**config.mk**
```make
export PLATFORM = sky130hd
export DESIGN_NAME = draw_background_frame_flat
export DESIGN_NICKNAME = d
export VERILOG_FILES = /design/src/rtl/draw_background_frame_if.sv /design/src/rtl/draw_background_frame.sv /design/src/flat_wrapper.sv
export SDC_FILE = /design/constraint.sdc
export NUM_CORES = 1
export LEC_CHECK = 0
export ABC_AREA = 1
export BUFFER_PORTS_ARGS = -buffer_cell sky130_fd_sc_hd__buf_2
export CAP_MARGIN = 20
export CORE_MARGIN = 2
export CORE_UTILIZATION = 50
export CTS_BUF_LIST = sky130_fd_sc_hd__clkbuf_8
export DETAILED_ROUTE_END_ITERATION = 10
export PLACE_DENSITY = 0.89
export SLEW_MARGIN = 20
export SYNTH_ARGS = -nofsm -noshare
export SYNTH_HDL_FRONTEND = slang
export SYNTH_SLANG_ARGS = --single-unit
```
**constraint.sdc**
```tcl
create_clock -name pclk -period 1.3 [get_ports pclk]
set_input_delay 0.13 -clock pclk [delete_from_list [all_inputs] [get_ports pclk]]
set_output_delay 0.13 -clock pclk [all_outputs]
set_load 0.01 [all_outputs]
```
**src/rtl/draw_background_frame_if.sv**
```systemverilog
// Pixel-stream bundle between the VGA timing chain and the border painter.
// The stream has no valid/ready pair: every pclk carries one pixel and the painter never stalls.
interface draw_background_frame_if;
  logic [10:0] hcount_in;
  logic [10:0] vcount_in;
  logic        hsync_in;
  logic        vsync_in;
  logic        hblnk_in;
  logic        vblnk_in;
  logic [11:0] rgb_in;
  logic        alert;
  logic [3:0]  border_en;

  logic [10:0] hcount_out;
  logic [10:0] vcount_out;
  logic        hsync_out;
  logic        vsync_out;
  logic        hblnk_out;
  logic        vblnk_out;
  logic [11:0] rgb_out;
  logic        frame_tick;

  // Flash controller visibility: state (0=NORMAL, 1=FLASH), phase and latched alert
  logic        dbg_state;
  logic        dbg_phase;
  logic        dbg_alert_q;

  modport master (
    output hcount_in, vcount_in, hsync_in, vsync_in, hblnk_in, vblnk_in,
           rgb_in, alert, border_en,
    input  hcount_out, vcount_out, hsync_out, vsync_out, hblnk_out, vblnk_out,
           rgb_out, frame_tick, dbg_state, dbg_phase, dbg_alert_q
  );

  modport slave (
    input  hcount_in, vcount_in, hsync_in, vsync_in, hblnk_in, vblnk_in,
           rgb_in, alert, border_en,
    output hcount_out, vcount_out, hsync_out, vsync_out, hblnk_out, vblnk_out,
           rgb_out, frame_tick, dbg_state, dbg_phase, dbg_alert_q
  );
endinterface

```
**src/rtl/draw_background_frame.sv**
```systemverilog
// Border/background painter: 2-stage pipeline over the VGA stream with a
// frame-synchronous flashing side border driven by the alert input.
module draw_background_frame #(
  parameter int          H_ACTIVE     = 800,
  parameter int          V_ACTIVE     = 600,
  parameter int          BORDER       = 9,
  parameter int          FLASH_FRAMES = 30,
  parameter logic [11:0] COLOR_BORDER = 12'h888,
  parameter logic [11:0] COLOR_ALERT  = 12'hF00,
  parameter logic [11:0] COLOR_BOTTOM = 12'h000
) (
  input  logic                     pclk,
  input  logic                     rst_n,
  draw_background_frame_if.slave   bus
);

  localparam int CNT_W = $clog2(FLASH_FRAMES + 1);
  localparam logic [CNT_W-1:0] CNT_LAST    = CNT_W'(FLASH_FRAMES - 1);
  localparam logic [10:0]      TOP_END     = 11'(BORDER);
  localparam logic [10:0]      LEFT_END    = 11'(BORDER);
  localparam logic [10:0]      RIGHT_START = 11'(H_ACTIVE - BORDER);
  localparam logic [10:0]      BOT_START   = 11'(V_ACTIVE - BORDER);

  typedef enum logic {
    ST_NORMAL = 1'b0,
    ST_FLASH  = 1'b1
  } flash_state_t;

  // Stage 1
  logic [10:0] r1_hcount, r1_vcount;
  logic        r1_hsync, r1_vsync, r1_hblnk, r1_vblnk;
  logic [11:0] r1_rgb;
  logic        r1_top, r1_bottom, r1_left, r1_right;
  logic [3:0]  r1_en;
  logic        r1_edge;

  // Stage 2
  logic [10:0] r2_hcount, r2_vcount;
  logic        r2_hsync, r2_vsync, r2_hblnk, r2_vblnk;
  logic [11:0] r2_rgb;
  logic        r2_tick;

  // Flash controller
  flash_state_t     r_state, w_state_nxt;
  logic [CNT_W-1:0] r_cnt, w_cnt_nxt;
  logic             r_phase, w_phase_nxt;
  logic             r_alert_q;

  logic        w_frame_edge;
  logic [11:0] w_border_color;
  logic [11:0] w_rgb;

  assign w_frame_edge = bus.vblnk_in & ~r1_vblnk;

  always_ff @(posedge pclk or negedge rst_n) begin
    if (!rst_n) begin
      r1_hcount <= '0;
      r1_vcount <= '0;
      r1_hsync  <= 1'b0;
      r1_vsync  <= 1'b0;
      r1_hblnk  <= 1'b0;
      r1_vblnk  <= 1'b0;
      r1_rgb    <= '0;
      r1_top    <= 1'b0;
      r1_bottom <= 1'b0;
      r1_left   <= 1'b0;
      r1_right  <= 1'b0;
      r1_en     <= '0;
      r1_edge   <= 1'b0;
    end else begin
      r1_hcount <= bus.hcount_in;
      r1_vcount <= bus.vcount_in;
      r1_hsync  <= bus.hsync_in;
      r1_vsync  <= bus.vsync_in;
      r1_hblnk  <= bus.hblnk_in;
      r1_vblnk  <= bus.vblnk_in;
      r1_rgb    <= bus.rgb_in;
      r1_top    <= bus.vcount_in <  TOP_END;
      r1_bottom <= bus.vcount_in >= BOT_START;
      r1_left   <= bus.hcount_in <  LEFT_END;
      r1_right  <= bus.hcount_in >= RIGHT_START;
      r1_en     <= bus.border_en;
      r1_edge   <= w_frame_edge;
    end
  end

  // Phase only moves on a vblnk rising edge, so the colour never changes mid-picture
  assign w_border_color = r_phase ? COLOR_ALERT : COLOR_BORDER;

  always_comb begin
    w_rgb = r1_rgb;
    if (r1_hblnk | r1_vblnk)        w_rgb = 12'h000;
    else if (r1_top   & r1_en[3])   w_rgb = w_border_color;
    else if (r1_left  & r1_en[1])   w_rgb = w_border_color;
    else if (r1_right & r1_en[0])   w_rgb = w_border_color;
    else if (r1_bottom & r1_en[2])  w_rgb = COLOR_BOTTOM;
  end

  always_ff @(posedge pclk or negedge rst_n) begin
    if (!rst_n) begin
      r2_hcount <= '0;
      r2_vcount <= '0;
      r2_hsync  <= 1'b0;
      r2_vsync  <= 1'b0;
      r2_hblnk  <= 1'b0;
      r2_vblnk  <= 1'b0;
      r2_rgb    <= '0;
      r2_tick   <= 1'b0;
    end else begin
      r2_hcount <= r1_hcount;
      r2_vcount <= r1_vcount;
      r2_hsync  <= r1_hsync;
      r2_vsync  <= r1_vsync;
      r2_hblnk  <= r1_hblnk;
      r2_vblnk  <= r1_vblnk;
      r2_rgb    <= w_rgb;
      r2_tick   <= r1_edge;
    end
  end

  always_ff @(posedge pclk or negedge rst_n) begin
    if (!rst_n) begin
      r_state   <= ST_NORMAL;
      r_cnt     <= '0;
      r_phase   <= 1'b0;
      r_alert_q <= 1'b0;
    end else begin
      r_state <= w_state_nxt;
      r_cnt   <= w_cnt_nxt;
      r_phase <= w_phase_nxt;
      if (w_frame_edge) r_alert_q <= bus.alert;
    end
  end

  always_comb begin
    w_state_nxt = r_state;
    w_cnt_nxt   = r_cnt;
    w_phase_nxt = r_phase;
    if (w_frame_edge) begin
      case (r_state)
        ST_NORMAL: begin
          w_cnt_nxt   = '0;
          w_phase_nxt = 1'b0;
          if (bus.alert) w_state_nxt = ST_FLASH;
        end
        ST_FLASH: begin
          if (!bus.alert) begin
            w_state_nxt = ST_NORMAL;
            w_cnt_nxt   = '0;
            w_phase_nxt = 1'b0;
          end else if (r_cnt == CNT_LAST) begin
            w_cnt_nxt   = '0;
            w_phase_nxt = ~r_phase;
          end else begin
            w_cnt_nxt = r_cnt + 1'b1;
          end
        end
        default: begin
          w_state_nxt = ST_NORMAL;
          w_cnt_nxt   = '0;
          w_phase_nxt = 1'b0;
        end
      endcase
    end
  end

  assign bus.hcount_out  = r2_hcount;
  assign bus.vcount_out  = r2_vcount;
  assign bus.hsync_out   = r2_hsync;
  assign bus.vsync_out   = r2_vsync;
  assign bus.hblnk_out   = r2_hblnk;
  assign bus.vblnk_out   = r2_vblnk;
  assign bus.rgb_out     = r2_rgb;
  assign bus.frame_tick  = r2_tick;
  assign bus.dbg_state   = r_state;
  assign bus.dbg_phase   = r_phase;
  assign bus.dbg_alert_q = r_alert_q;

endmodule

```
**src/flat_wrapper.sv**
```systemverilog
// flat-port wrapper written by rule: the top's interface ports become plain ports
module draw_background_frame_flat 
#(
  parameter int          H_ACTIVE     = 800,
  parameter int          V_ACTIVE     = 600,
  parameter int          BORDER       = 9,
  parameter int          FLASH_FRAMES = 30,
  parameter logic [11:0] COLOR_BORDER = 12'h888,
  parameter logic [11:0] COLOR_ALERT  = 12'hF00,
  parameter logic [11:0] COLOR_BOTTOM = 12'h000
)
  (pclk, rst_n, bus_hcount_in, bus_vcount_in, bus_hsync_in, bus_vsync_in, bus_hblnk_in, bus_vblnk_in, bus_rgb_in, bus_alert, bus_border_en, bus_hcount_out, bus_vcount_out, bus_hsync_out, bus_vsync_out, bus_hblnk_out, bus_vblnk_out, bus_rgb_out, bus_frame_tick, bus_dbg_state, bus_dbg_phase, bus_dbg_alert_q);
  draw_background_frame_if bus_i ();
  input  logic pclk;
  input  logic rst_n;
  input wire logic [$bits(bus_i.hcount_in)-1:0] bus_hcount_in;
  input wire logic [$bits(bus_i.vcount_in)-1:0] bus_vcount_in;
  input wire logic [$bits(bus_i.hsync_in)-1:0] bus_hsync_in;
  input wire logic [$bits(bus_i.vsync_in)-1:0] bus_vsync_in;
  input wire logic [$bits(bus_i.hblnk_in)-1:0] bus_hblnk_in;
  input wire logic [$bits(bus_i.vblnk_in)-1:0] bus_vblnk_in;
  input wire logic [$bits(bus_i.rgb_in)-1:0] bus_rgb_in;
  input wire logic [$bits(bus_i.alert)-1:0] bus_alert;
  input wire logic [$bits(bus_i.border_en)-1:0] bus_border_en;
  output wire logic [$bits(bus_i.hcount_out)-1:0] bus_hcount_out;
  output wire logic [$bits(bus_i.vcount_out)-1:0] bus_vcount_out;
  output wire logic [$bits(bus_i.hsync_out)-1:0] bus_hsync_out;
  output wire logic [$bits(bus_i.vsync_out)-1:0] bus_vsync_out;
  output wire logic [$bits(bus_i.hblnk_out)-1:0] bus_hblnk_out;
  output wire logic [$bits(bus_i.vblnk_out)-1:0] bus_vblnk_out;
  output wire logic [$bits(bus_i.rgb_out)-1:0] bus_rgb_out;
  output wire logic [$bits(bus_i.frame_tick)-1:0] bus_frame_tick;
  output wire logic [$bits(bus_i.dbg_state)-1:0] bus_dbg_state;
  output wire logic [$bits(bus_i.dbg_phase)-1:0] bus_dbg_phase;
  output wire logic [$bits(bus_i.dbg_alert_q)-1:0] bus_dbg_alert_q;
  assign bus_i.hcount_in = bus_hcount_in;
  assign bus_i.vcount_in = bus_vcount_in;
  assign bus_i.hsync_in = bus_hsync_in;
  assign bus_i.vsync_in = bus_vsync_in;
  assign bus_i.hblnk_in = bus_hblnk_in;
  assign bus_i.vblnk_in = bus_vblnk_in;
  assign bus_i.rgb_in = bus_rgb_in;
  assign bus_i.alert = bus_alert;
  assign bus_i.border_en = bus_border_en;
  assign bus_hcount_out = bus_i.hcount_out;
  assign bus_vcount_out = bus_i.vcount_out;
  assign bus_hsync_out = bus_i.hsync_out;
  assign bus_vsync_out = bus_i.vsync_out;
  assign bus_hblnk_out = bus_i.hblnk_out;
  assign bus_vblnk_out = bus_i.vblnk_out;
  assign bus_rgb_out = bus_i.rgb_out;
  assign bus_frame_tick = bus_i.frame_tick;
  assign bus_dbg_state = bus_i.dbg_state;
  assign bus_dbg_phase = bus_i.dbg_phase;
  assign bus_dbg_alert_q = bus_i.dbg_alert_q;
  draw_background_frame #(.H_ACTIVE(H_ACTIVE), .V_ACTIVE(V_ACTIVE), .BORDER(BORDER), .FLASH_FRAMES(FLASH_FRAMES), .COLOR_BORDER(COLOR_BORDER), .COLOR_ALERT(COLOR_ALERT), .COLOR_BOTTOM(COLOR_BOTTOM)) u_core (.pclk(pclk), .rst_n(rst_n), .bus(bus_i));
endmodule
```
==> results of run 1 <==
through the flow:
stage | instances | instance area [um^2]
2_1_floorplan | 231 | 2970
3_3_place_gp | 393 | 3530
3_5_place_dp | 393 | 3530
4_1_cts | 452 | 4150
5_1_grt | 453 | 4160
6_report | 453 | 4160
report_power, final:
group / internal (uW) / leakage [uW] / switching (uW) / total [uW]
combinational: 239 / 0.000914 / 265 / 504
sequential: 3030 / 0.00113 / 52.0 / 3080
clock: 860 / 0.0000937 / 910 / 1770
kinds of logic (layout without fill, tap and decap cells):
| family | Yosys count | after routing | synth area share (%) |
|---|---|---|---|
| simple gates | 102 | 102 | 15.1 |
| flops | 93 | 93 | 78.4 |
| buf+inv | 21 | 168 | 2.78 |
| compound gates | 13 | 13 | 2.91 |
| fa+ha+maj | 2 | 2 | 0.843 |
final cells by class:
type	count	area, um^2
Sequential cell	93	2330
Clock inverter	6	57.6
Clock buffer	9	124
Fill cell	389	1660
Multi-Input combinational cell	117	559
Timing Repair Buffer	133	921
Tap cell	75	93.8
Inverter	20	75.1
metal layers:
| layer | vias to the layer above | wire [um] | global-route usage (%) |
|---|---|---|---|
| met3 | 22 | 365 | 7.67 |
| met4 | 0 | 226 | 12.0 |
| met2 | 87 | 3520 | 39.5 |
| met5 | - | 0 | 0 |
| li1 | 1012 | - | - |
| met1 | 1018 | 2430 | 23.4 |
cells in the mapped netlist:
master	number
o21ai_4	1
nor2_2	1
a21oi_2	1
nand2_2	4
or2_0	1
inv_1	17
o21ai_1	1
a31oi_1	1
nor2_4	1
o21a_1	1
ha_1	2
o22ai_1	2
nand3_1	8
nand4_1	6
buf_4	1
nor3_1	2
inv_2	3
nand2_4	2
dfrtp_1	93
nor2_1	30
nand2_1	47
a21oi_1	3
o21ai_0	3
worst max path at each step:
stage                          from                    to  slack [ns]  cells after the start
CTS                 u_core.r_cnt[1]  u_core.bus.dbg_phase        0.09                      7
global route        u_core.r_cnt[1]       u_core.r_cnt[3]        0.01                      7
finish              u_core.r_cnt[1]  u_core.bus.dbg_phase        0.08                      7
global placement    u_core.r_cnt[1]  u_core.bus.dbg_phase        0.18                      7
floorplan           u_core.r_cnt[1]  u_core.bus.dbg_phase        0.21                      7
detailed placement  u_core.r_cnt[1]  u_core.bus.dbg_phase        0.10                      7
sequential cells by signal, indices dropped and copies added (netlist names), 4 cells and up:
| signal | flops |
|---|---|
| u_core.bus.vcount_out | 11 |
| u_core.r1_vcount | 11 |
| u_core.r1_rgb | 12 |
| u_core.r1_hcount | 11 |
| u_core.r1_en | 4 |
| u_core.bus.hcount_out | 11 |
| u_core.bus.rgb_out | 12 |
| u_core.r_cnt | 5 |
what timing repair did:
action / CTS / global route
hold endpoints to repair: 68 / 0
setup endpoints to repair: 0 / 2
hold buffers: 44 / 0
buffers inserted: 0 / 1
==> flow_metrics.env, run 1 <==
export IMPL_outcome="finished clean"
export IMPL_worst_path_buf_inv=1
export IMPL_whs_ns=0.237
export IMPL_clk_latency_ns=0.35
export IMPL_maxCapViolCount=0
export IMPL_globalplace_congestion=0.837
export IMPL_required_ns=1.55
export IMPL_max_vdd_ir_drop_v=0.000913
export IMPL_start_kind="flop"
export IMPL_final_util_pct=71.5
export IMPL_min_period_ns=1.22
export IMPL_grt_first_pass_wirelength_um=10400
export IMPL_reg2reg_to="u_core.bus.dbg_phase"
export IMPL_antenna_cells=0
export IMPL_worstRegToRegCells=7
export IMPL_final_cell_mix="dfrtp_1, buf_2, nand2_1"
export IMPL_drc=0
export IMPL_grt_setup_unrepaired="no"
export IMPL_drtAntennaViolNets=0
export IMPL_die_y_um=81.1
export IMPL_worst_slew_pin_slew_ns=0.368
export IMPL_power_uw=5350
export IMPL_root_buffer="clkbuf_8"
export IMPL_viasPerCell=4.72
export IMPL_synth_seq_cells=93
export IMPL_fin_nets=421
export IMPL_setup_slack_ns=0.0836
export IMPL_path_clk_slew_ns=0.08
export IMPL_cts_buffers=9
export IMPL_r2r_slack_ns=0.08
export IMPL_avgSynthCellArea_um2=12.9
export IMPL_crit_top_cell="nand2_2"
export IMPL_drt_total_wl_um=6540
export IMPL_report_final_slew_viol_count=0
export IMPL_yosys_area_top_type="dfrtp_1"
export IMPL_mostFrequentLayoutCell="dfrtp_1"
export IMPL_via_count=2139
export IMPL_crit_family="flip-flops"
export IMPL_ctsResizeCount=0
export IMPL_post_route_period_util_pct=93.6
export IMPL_relSlewSlack_pct=75.5
export IMPL_syn_area_um2=2970
export IMPL_overflow=0
export IMPL_hp_class="in -> async"
export IMPL_worstPathArrival_ns=1.46
export IMPL_final_hold_viol_count=0
export IMPL_cts_sinks=93
export IMPL_htreeDepth=3
export IMPL_power_density_nw_per_um2=1290
export IMPL_place_worst_setup_slack_ns=0.103
export IMPL_leakage_uw=0.00213
export IMPL_clock_fmax_mhz=822
export IMPL_timing_critical_path_cells="inv_1 -> ha_1 -> nand2_1 -> o21ai_4 -> nand2_4 -> nand2_2 -> nand2_2"
export IMPL_syn_nets=278
export IMPL_end_kind="flop"
export IMPL_clockBufferDepth=2
export IMPL_die_width_um=81.1
export IMPL_initial_core_util_pct=51.1
export IMPL_ys_warnings_count=0
export IMPL_crit_slowest_cell="dfrtp_1"
export IMPL_grt_max_degree=41
export IMPL_setup_tns_final_ns=0
export IMPL_yosysTopAreaCellShare_pct=78.4
export IMPL_first_iter_violations=153
export IMPL_synthTopCellsByArea="dfrtp_1, nand2_1, nor2_1"
export IMPL_num_rows=28
export IMPL_area_growth_pct=40.0
export IMPL_core_um2=5820
export IMPL_ys_seq_area_share_pct=78.4
export IMPL_cp_slowest_stage_delay_ns=0.39
export IMPL_portBuffers=86
export IMPL_antenna_found_initial=0
export IMPL_syn_instance_count=231
export IMPL_cp_max_fo=4
export IMPL_cts_tree="yes"
export IMPL_avgRoutedWirePerCell_um=14.4
export IMPL_pin_count=87
export IMPL_timing_rr_start="u_core.r_cnt[1]"
export IMPL_firstDrtPassIters=4
export IMPL_final_setup_skew_ns=0.00719
export IMPL_grt_use_total_pct=22.4
export IMPL_grt_pass1_vias=2233
export IMPL_setup_viol=0
export IMPL_dpl_hpwl_um=4080
export IMPL_die_area_um2=6570
export IMPL_drive_gt1_share_pct=30.4
export IMPL_crit_type="reg -> reg"
export IMPL_yosysUniqueCellTypes=23
No activity file was read; power rests on OpenSTA's default activity.
==> inputs of run 2 (changes only) <==
==> constraint.sdc (replaced) <==
create_clock -name pclk -period 1.6 [get_ports pclk]
set_input_delay 0.16 -clock pclk [delete_from_list [all_inputs] [get_ports pclk]]
set_output_delay 0.16 -clock pclk [all_outputs]
set_load 0.01 [all_outputs]
==> run 2 against run 1 <==
Utilization is 0.22 points lower. Routed wire length shrank 5.3%. Die area is the same. Global-route usage fell by 1.1 points. First-iteration DRC count shrank 3.3%. Sequential share of layout area increased by 0.17 points. Sequential power is 19% lower. Setup slack better by 0.29 ns. Largest power group unchanged. Highest routed layer unchanged.
==> flow_metrics.env, run 2 (synthesis gave the netlist of run 1 again) <==
export IMPL_r2r_slack_ns=0.37
export IMPL_worstPathArrival_ns=1.46
export IMPL_maxCapViolCount=0
export IMPL_relSlewSlack_pct=69.6
export IMPL_power_frac_comb_pct=9.2
export IMPL_grt_use_total_pct=21.3
export IMPL_post_route_period_util_pct=76.9
export IMPL_dr_wl_met2_um=3250
export IMPL_outcome="finished clean"
export IMPL_cts_tree="yes"
export IMPL_ctsResizeCount=0
export IMPL_grt_first_pass_wirelength_um=10200
export IMPL_grt_max_degree=34
export IMPL_p_sw_uw=985
export IMPL_initial_core_util_pct=51.1
export IMPL_max_vdd_ir_drop_v=0.000652
export IMPL_whs_ns=0.0359
export IMPL_first_iter_violations=148
export IMPL_path_clk_slew_ns=0.08
export IMPL_leakage_uw=0.00214
export IMPL_overflow=0
export IMPL_setup_tns_final_ns=0
export IMPL_drtAntennaViolNets=0
export IMPL_p_int_uw=3390
export IMPL_wirelength_met1_um=2500
export IMPL_clockBufferDepth=2
export IMPL_wl_met3_um=340
export IMPL_globalplace_congestion=0.812
export IMPL_power_density_nw_per_um2=1050
export IMPL_start_kind="flop"
export IMPL_clock_fmax_mhz=813
export IMPL_top_layer_used="met4"
export IMPL_final_setup_skew_ns=0.00792
export IMPL_drive_gt1_share_pct=29.7
export IMPL_end_kind="flop"
export IMPL_dpl_hpwl_um=3970
export IMPL_cts_buffers=9
export IMPL_min_period_ns=1.23
export IMPL_clkPwrFrac_pct=33.7
export IMPL_firstDrtPassIters=4
export IMPL_hp_class="in -> reg"
export IMPL_via_count=2081
export IMPL_area_growth_pct=39.6
export IMPL_setup_slack_ns=0.370
export IMPL_clk_latency_ns=0.34
export IMPL_place_worst_setup_slack_ns=0.402
export IMPL_final_util_pct=71.3
export IMPL_cts_sinks=93
export IMPL_sw_frac_of_total_pct=22.5
export IMPL_drc=0
export IMPL_avgRoutedWirePerCell_um=13.7
export IMPL_portBuffers=86
export IMPL_mostFrequentLayoutCell="dfrtp_1"
export IMPL_final_cell_mix="dfrtp_1, buf_2, nand2_1"
export IMPL_postLayoutCellArea_um2=4150
export IMPL_drt_total_wl_um=6200
export IMPL_htreeDepth=3
export IMPL_setup_viol=0
export IMPL_core_um2=5820
export IMPL_antenna_found_initial=0
export IMPL_die_width_um=81.1
export IMPL_worst_slew_pin_slew_ns=0.456
export IMPL_antenna_cells=0
export IMPL_final_hold_viol_count=0
export IMPL_num_rows=28
export IMPL_pin_count=87
export IMPL_seqPwrFrac_pct=57.2
export IMPL_report_final_slew_viol_count=0
export IMPL_root_buffer="clkbuf_8"
export IMPL_cp_max_fo=4
export IMPL_die_area_um2=6570
export IMPL_required_ns=1.83
export IMPL_fin_nets=419
export IMPL_grt_setup_unrepaired="no"
export IMPL_crit_type="reg -> reg"
export IMPL_grt_pass1_vias=2219
export IMPL_die_y_um=81.1
export IMPL_viasPerCell=4.60
export IMPL_placed_cell_area_um2=3530
==> run 2: per-layer routing <==
metal	up-vias	track usage (%)
met5	-	0
met4	0	10.7
met3	10	4.78
met2	77	37.2
met1	990	24.8
li1	1004	-
==> run 2: layout make-up <==
type / instances / area, um^2
fillers: 401 / 1670
flip-flops and latches: 93 / 2330
inverters: 20 / 75.1
multi-input cells: 117 / 559
clock inverters: 6 / 48.8
clock buffers: 10 / 138
repair buffers: 131 / 903
well taps: 75 / 93.8
==> run 2: per-stage QoR <==
stage	power [uW]	instances
6_report	4370	452
5_1_grt	4560	452
4_1_cts	4370	452
3_5_place_dp	2860	393
3_3_place_gp	2850	393
2_1_floorplan	2660	231
==> run 2: repair_timing <==
item                                    in CTS  in global routing
hold buffers                                43                  0
endpoints found under the setup margin       0                  0
endpoints found under the hold margin       73                  0
setup buffers                                0                  0
==> run 2: path summary, 6_finish.rpt <==
path | cells past startpoint | from | end
setup / recovery | 7 | u_core.r_cnt[1] | u_core.bus.dbg_phase
hold / removal | 3 | bus_alert | u_core.bus.dbg_alert_q
setup reg to reg | 7 | u_core.r_cnt[1] | u_core.bus.dbg_phase
hold reg to reg | 0 | u_core.r1_hcount[6] | u_core.bus.hcount_out[6]
max in group asynchronous | 3 | rst_n | u_core.r1_edge
min in group asynchronous | 2 | rst_n | u_core.r1_vcount[9]
==> run 2: power by group through the flow <==
| stage | logic (uW) | clock network (uW) | registers (uW) |
|---|---|---|---|
| after floorplan | 94.9 | 0 | 2570 |
| after global placement | 305 | 0 | 2540 |
| after detailed placement | 316 | 0 | 2550 |
| after CTS | 399 | 1480 | 2500 |
| after global routing | 449 | 1600 | 2510 |
| final | 401 | 1470 | 2500 |
==> run 2: critical path, cell delays in order, from the launching register on <==
cell and delay [ns]:
dfrtp_1 0.41, inv_1 0.09, ha_1 0.14, nand2_1 0.09, o21ai_4 0.19, nand2_4 0.08
nand2_2 0.07, nand2_2 0.06
==> inputs of run 3 (changes only) <==
--- a/config.mk
+++ b/config.mk
@@ -5,7 +5,7 @@
 export SDC_FILE = /design/constraint.sdc
 export NUM_CORES = 1
 export LEC_CHECK = 0
-export ABC_AREA = 1
+export ABC_AREA = 0
 export BUFFER_PORTS_ARGS = -buffer_cell sky130_fd_sc_hd__buf_2
 export CAP_MARGIN = 20
 export CORE_MARGIN = 2
==> constraint.sdc (replaced) <==
create_clock -name pclk -period 1.2 [get_ports pclk]
set_input_delay 0.12 -clock pclk [delete_from_list [all_inputs] [get_ports pclk]]
set_output_delay 0.12 -clock pclk [all_outputs]
set_load 0.01 [all_outputs]
==> run 3 against run 2 <==
The run now ends with negative setup slack left. Setup slack worse by 0.57 ns. Final area is 3.4% higher. Global-route usage is 0.81 points lower. Synthesized cell count is 25% lower. Largest cell class unchanged. Non-clock buffer count is 22 higher.
==> flow_metrics.env, run 3 <==
export IMPL_worst_slew_pin_slew_ns=0.454
export IMPL_drt_total_wl_um=6270
export IMPL_core_um2=5510
export IMPL_hp_class="in -> reg"
export IMPL_relSlewSlack_pct=69.7
export IMPL_sw_frac_of_total_pct=23.2
export IMPL_report_final_slew_viol_count=0
export IMPL_start_kind="flop"
export IMPL_timing_rr_start="u_core.r1_en[1]"
export IMPL_post_route_period_util_pct=117
export IMPL_portBuffers=86
export IMPL_yosys_area_top_type="dfrtp_1"
export IMPL_muxShareOfSynthArea_pct=1.10
export IMPL_cts_sinks=93
export IMPL_fin_nets=382
export IMPL_met1_usage_pct=22.1
export IMPL_mostFrequentLayoutCell="dfrtp_1"
export IMPL_area_growth_pct=51.1
export IMPL_synthArstFlopShare_pct=100
export IMPL_synth_edf_count=0
export IMPL_avgRoutedWirePerCell_um=15.2
export IMPL_first_iter_violations=147
export IMPL_p_sw_uw=1400
export IMPL_die_area_um2=6290
export IMPL_grt_pass1_vias=2127
export IMPL_synth_seq_cells=93
export IMPL_gr_usage_met2_pct=38.1
export IMPL_die_width_um=79.3
export IMPL_multi_input_area_um2=591
export IMPL_htreeDepth=3
export IMPL_pin_count=87
export IMPL_setup_viol=16
export IMPL_die_y_um=79.3
export IMPL_leakage_uw=0.00209
export IMPL_synth_fa_ha_area_share_pct=0.882
export IMPL_met3_usage_pct=5.91
export IMPL_overflow=0
export IMPL_crit_slowest_cell="dfrtp_1"
export IMPL_grt_first_pass_wirelength_um=9470
export IMPL_violations="negative setup slack"
export IMPL_maxCapViolCount=0
export IMPL_ys_warnings_count=0
export IMPL_p_int_uw=4620
export IMPL_r2r_slack_ns=-0.20
export IMPL_dpl_hpwl_um=3650
export IMPL_firstDrtPassIters=4
export IMPL_max_vdd_ir_drop_v=0.000930
export IMPL_synth_top_family_by_area="simple AND/OR/NAND/NOR gates"
export IMPL_avgSynthCellArea_um2=16.4
export IMPL_antenna_cells=0
export IMPL_syn_instance_count=173
export IMPL_cp_slowest_stage_delay_ns=0.40
export IMPL_reg2reg_to="u_core.bus.rgb_out[0]"
export IMPL_clock_fmax_mhz=713
export IMPL_min_to="u_core.r1_right"
export IMPL_drive_gt1_share_pct=43.8
export IMPL_min_delay_start="bus_hcount_in[10]"
export IMPL_required_ns=1.49
export IMPL_clkPwrFrac_pct=33.9
export IMPL_final_cell_mix="dfrtp_1, buf_2, dlygate4sd3_1"
export IMPL_synth_most_common_cell="dfrtp_1"
export IMPL_n_fill_cell=320
export IMPL_worstPathArrival_ns=1.69
export IMPL_min_path_cells=3
export IMPL_grt_setup_unrepaired="yes"
export IMPL_setup_slack_ns=-0.202
export IMPL_initial_core_util_pct=51.5
export IMPL_synthSimpleGateAreaFrac_pct=8.60
export IMPL_antenna_found_initial=0
export IMPL_power_density_nw_per_um2=1410
export IMPL_top_usage_layer="met2"
export IMPL_yosysUniqueCellTypes=35
export IMPL_place_worst_setup_slack_ns=-0.196
export IMPL_cp_max_fo=6
export IMPL_clockBufferDepth=2
export IMPL_seqPwrFrac_pct=55.8
export IMPL_whs_ns=0.0540
export IMPL_synthTopCellsByArea="dfrtp_1, nand2_1, and2_1"
export IMPL_via_count=2031
export IMPL_worstRegToRegCells=4
export IMPL_synth_xor_area_share_pct=0
export IMPL_num_rows=27
export IMPL_synth_compound_area_share_pct=6.18
export IMPL_min_period_ns=1.40
export IMPL_root_buffer="clkbuf_8"
export IMPL_syn_area_um2=2840
export IMPL_outcome="complete, but fails checks"
export IMPL_end_kind="flop"
export IMPL_crit_type="reg -> reg"
export IMPL_viasPerCell=4.93
export IMPL_drc=0
export IMPL_clk_latency_ns=0.35
export IMPL_ys_seq_area_share_pct=82.0
export IMPL_path_clk_slew_ns=0.08
export IMPL_synth_ff_type="dfrtp_1"
export IMPL_final_hold_viol_count=0
export IMPL_dpl_cell_count=346
export IMPL_layout_area_seq_um2=2330
export IMPL_cts_tree="yes"
export IMPL_cts_buffers=9
export IMPL_timing_critical_path_cells="a222oi_1 -> buf_4 -> and3_4 -> and2_4"
export IMPL_globalplace_congestion=0.739
export IMPL_fin_cells=412
export IMPL_grt_max_degree=94
export IMPL_grt_use_total_pct=20.5
export IMPL_drtAntennaViolNets=0
export IMPL_synth_common_cells="dfrtp_1, nand2_1, and2_1, o21ai_0"
export IMPL_syn_nets=220
export IMPL_yosysTopAreaCellShare_pct=82.0
export IMPL_power_frac_comb_pct=10.3
export IMPL_final_setup_skew_ns=0.0114
[run 3: cell count changes after synthesis, moves of 3 or more]
cell / delta
nand2_1: -35
nand3_1: -4
inv_1: -13
nand2_2: -4
nand4_1: -3
inv_2: -3
nor2_1: -28
and2_1: +7
o21ai_0: +4
[run 3: cell type report]
type | count | share of cell area [%]
flip-flops and latches | 93 | 54.3
clock buffers | 10 | 3.21
repair buffers | 153 | 24.7
clock inverters | 6 | 1.49
well taps | 72 | 2.10
multi-input cells | 74 | 13.8
inverters | 4 | 0.350
[run 3: metal layers]
metal | routed length (um) | share of wire [%]
met1 | 2310 | 37
met2 | 3450 | 55
met3 | 374 | 6.0
met4 | 129 | 2.1
met5 | 0 | 0
[run 3: critical path: cells and delay by family (launching register included)]
kind	cells	cell delay, ns
DFF	1	0.40
AOI/OAI and AO/OA	1	0.39
and+or+nand+nor	2	0.34
buffers and inverters	1	0.22
[run 3: logic make-up after synthesis]
kind of cell             after synthesis
buffers and inverters                  6
AND/OR/NAND/NOR                       43
multiplexers                           3
adder cells (fa/ha/maj)                2
AO/OA/AOI/OAI                         26
flip-flops                            93
[run 3: worst max path at each step]
stage / start / end / slack, ns / depth (start not counted)
floorplan: u_core.r_cnt[1] / u_core.bus.dbg_phase / -0.1 / 5
detailed placement: u_core.r1_left / u_core.bus.rgb_out[0] / -0.20 / 4
finish: u_core.r1_en[1] / u_core.bus.rgb_out[0] / -0.20 / 4
global route: u_core.r1_en[1] / u_core.bus.rgb_out[4] / -0.26 / 4
CTS: u_core.r_cnt[1] / u_core.bus.dbg_phase / -0.17 / 5
global placement: u_core.r_cnt[1] / u_core.bus.dbg_phase / -0.10 / 5
[run 3: repair_timing]
action / CTS / global route
gates resized for setup: 11 / 22
endpoints found under the hold margin: 135 / 0
pin swaps: 4 / 7
buffers inserted: 3 / 4
setup endpoints to repair: 13 / 21
hold buffers: 43 / 0
[run 3: metrics by stage]
stage	power [uW]	cell area (um^2)	utilization (%)	setup TNS [ns]
floorplan	3540	2840	-	-0.424
global placement	3820	3480	63.2	-0.817
detailed placement	3850	3480	63.2	-2.02
CTS	6000	4180	76.0	-1.47
global route	6280	4290	77.8	-2.66
finish	6020	4290	77.8	-1.79
[run 3: power groups by stage]
| stage | logic, uW | clock network, uW | registers [uW] |
|---|---|---|---|
| global route | 675 | 2230 | 3380 |
| floorplan | 98.9 | 0 | 3440 |
| finish | 621 | 2040 | 3360 |
| detailed placement | 435 | 0 | 3410 |
| CTS | 573 | 2080 | 3350 |
| global placement | 415 | 0 | 3400 |
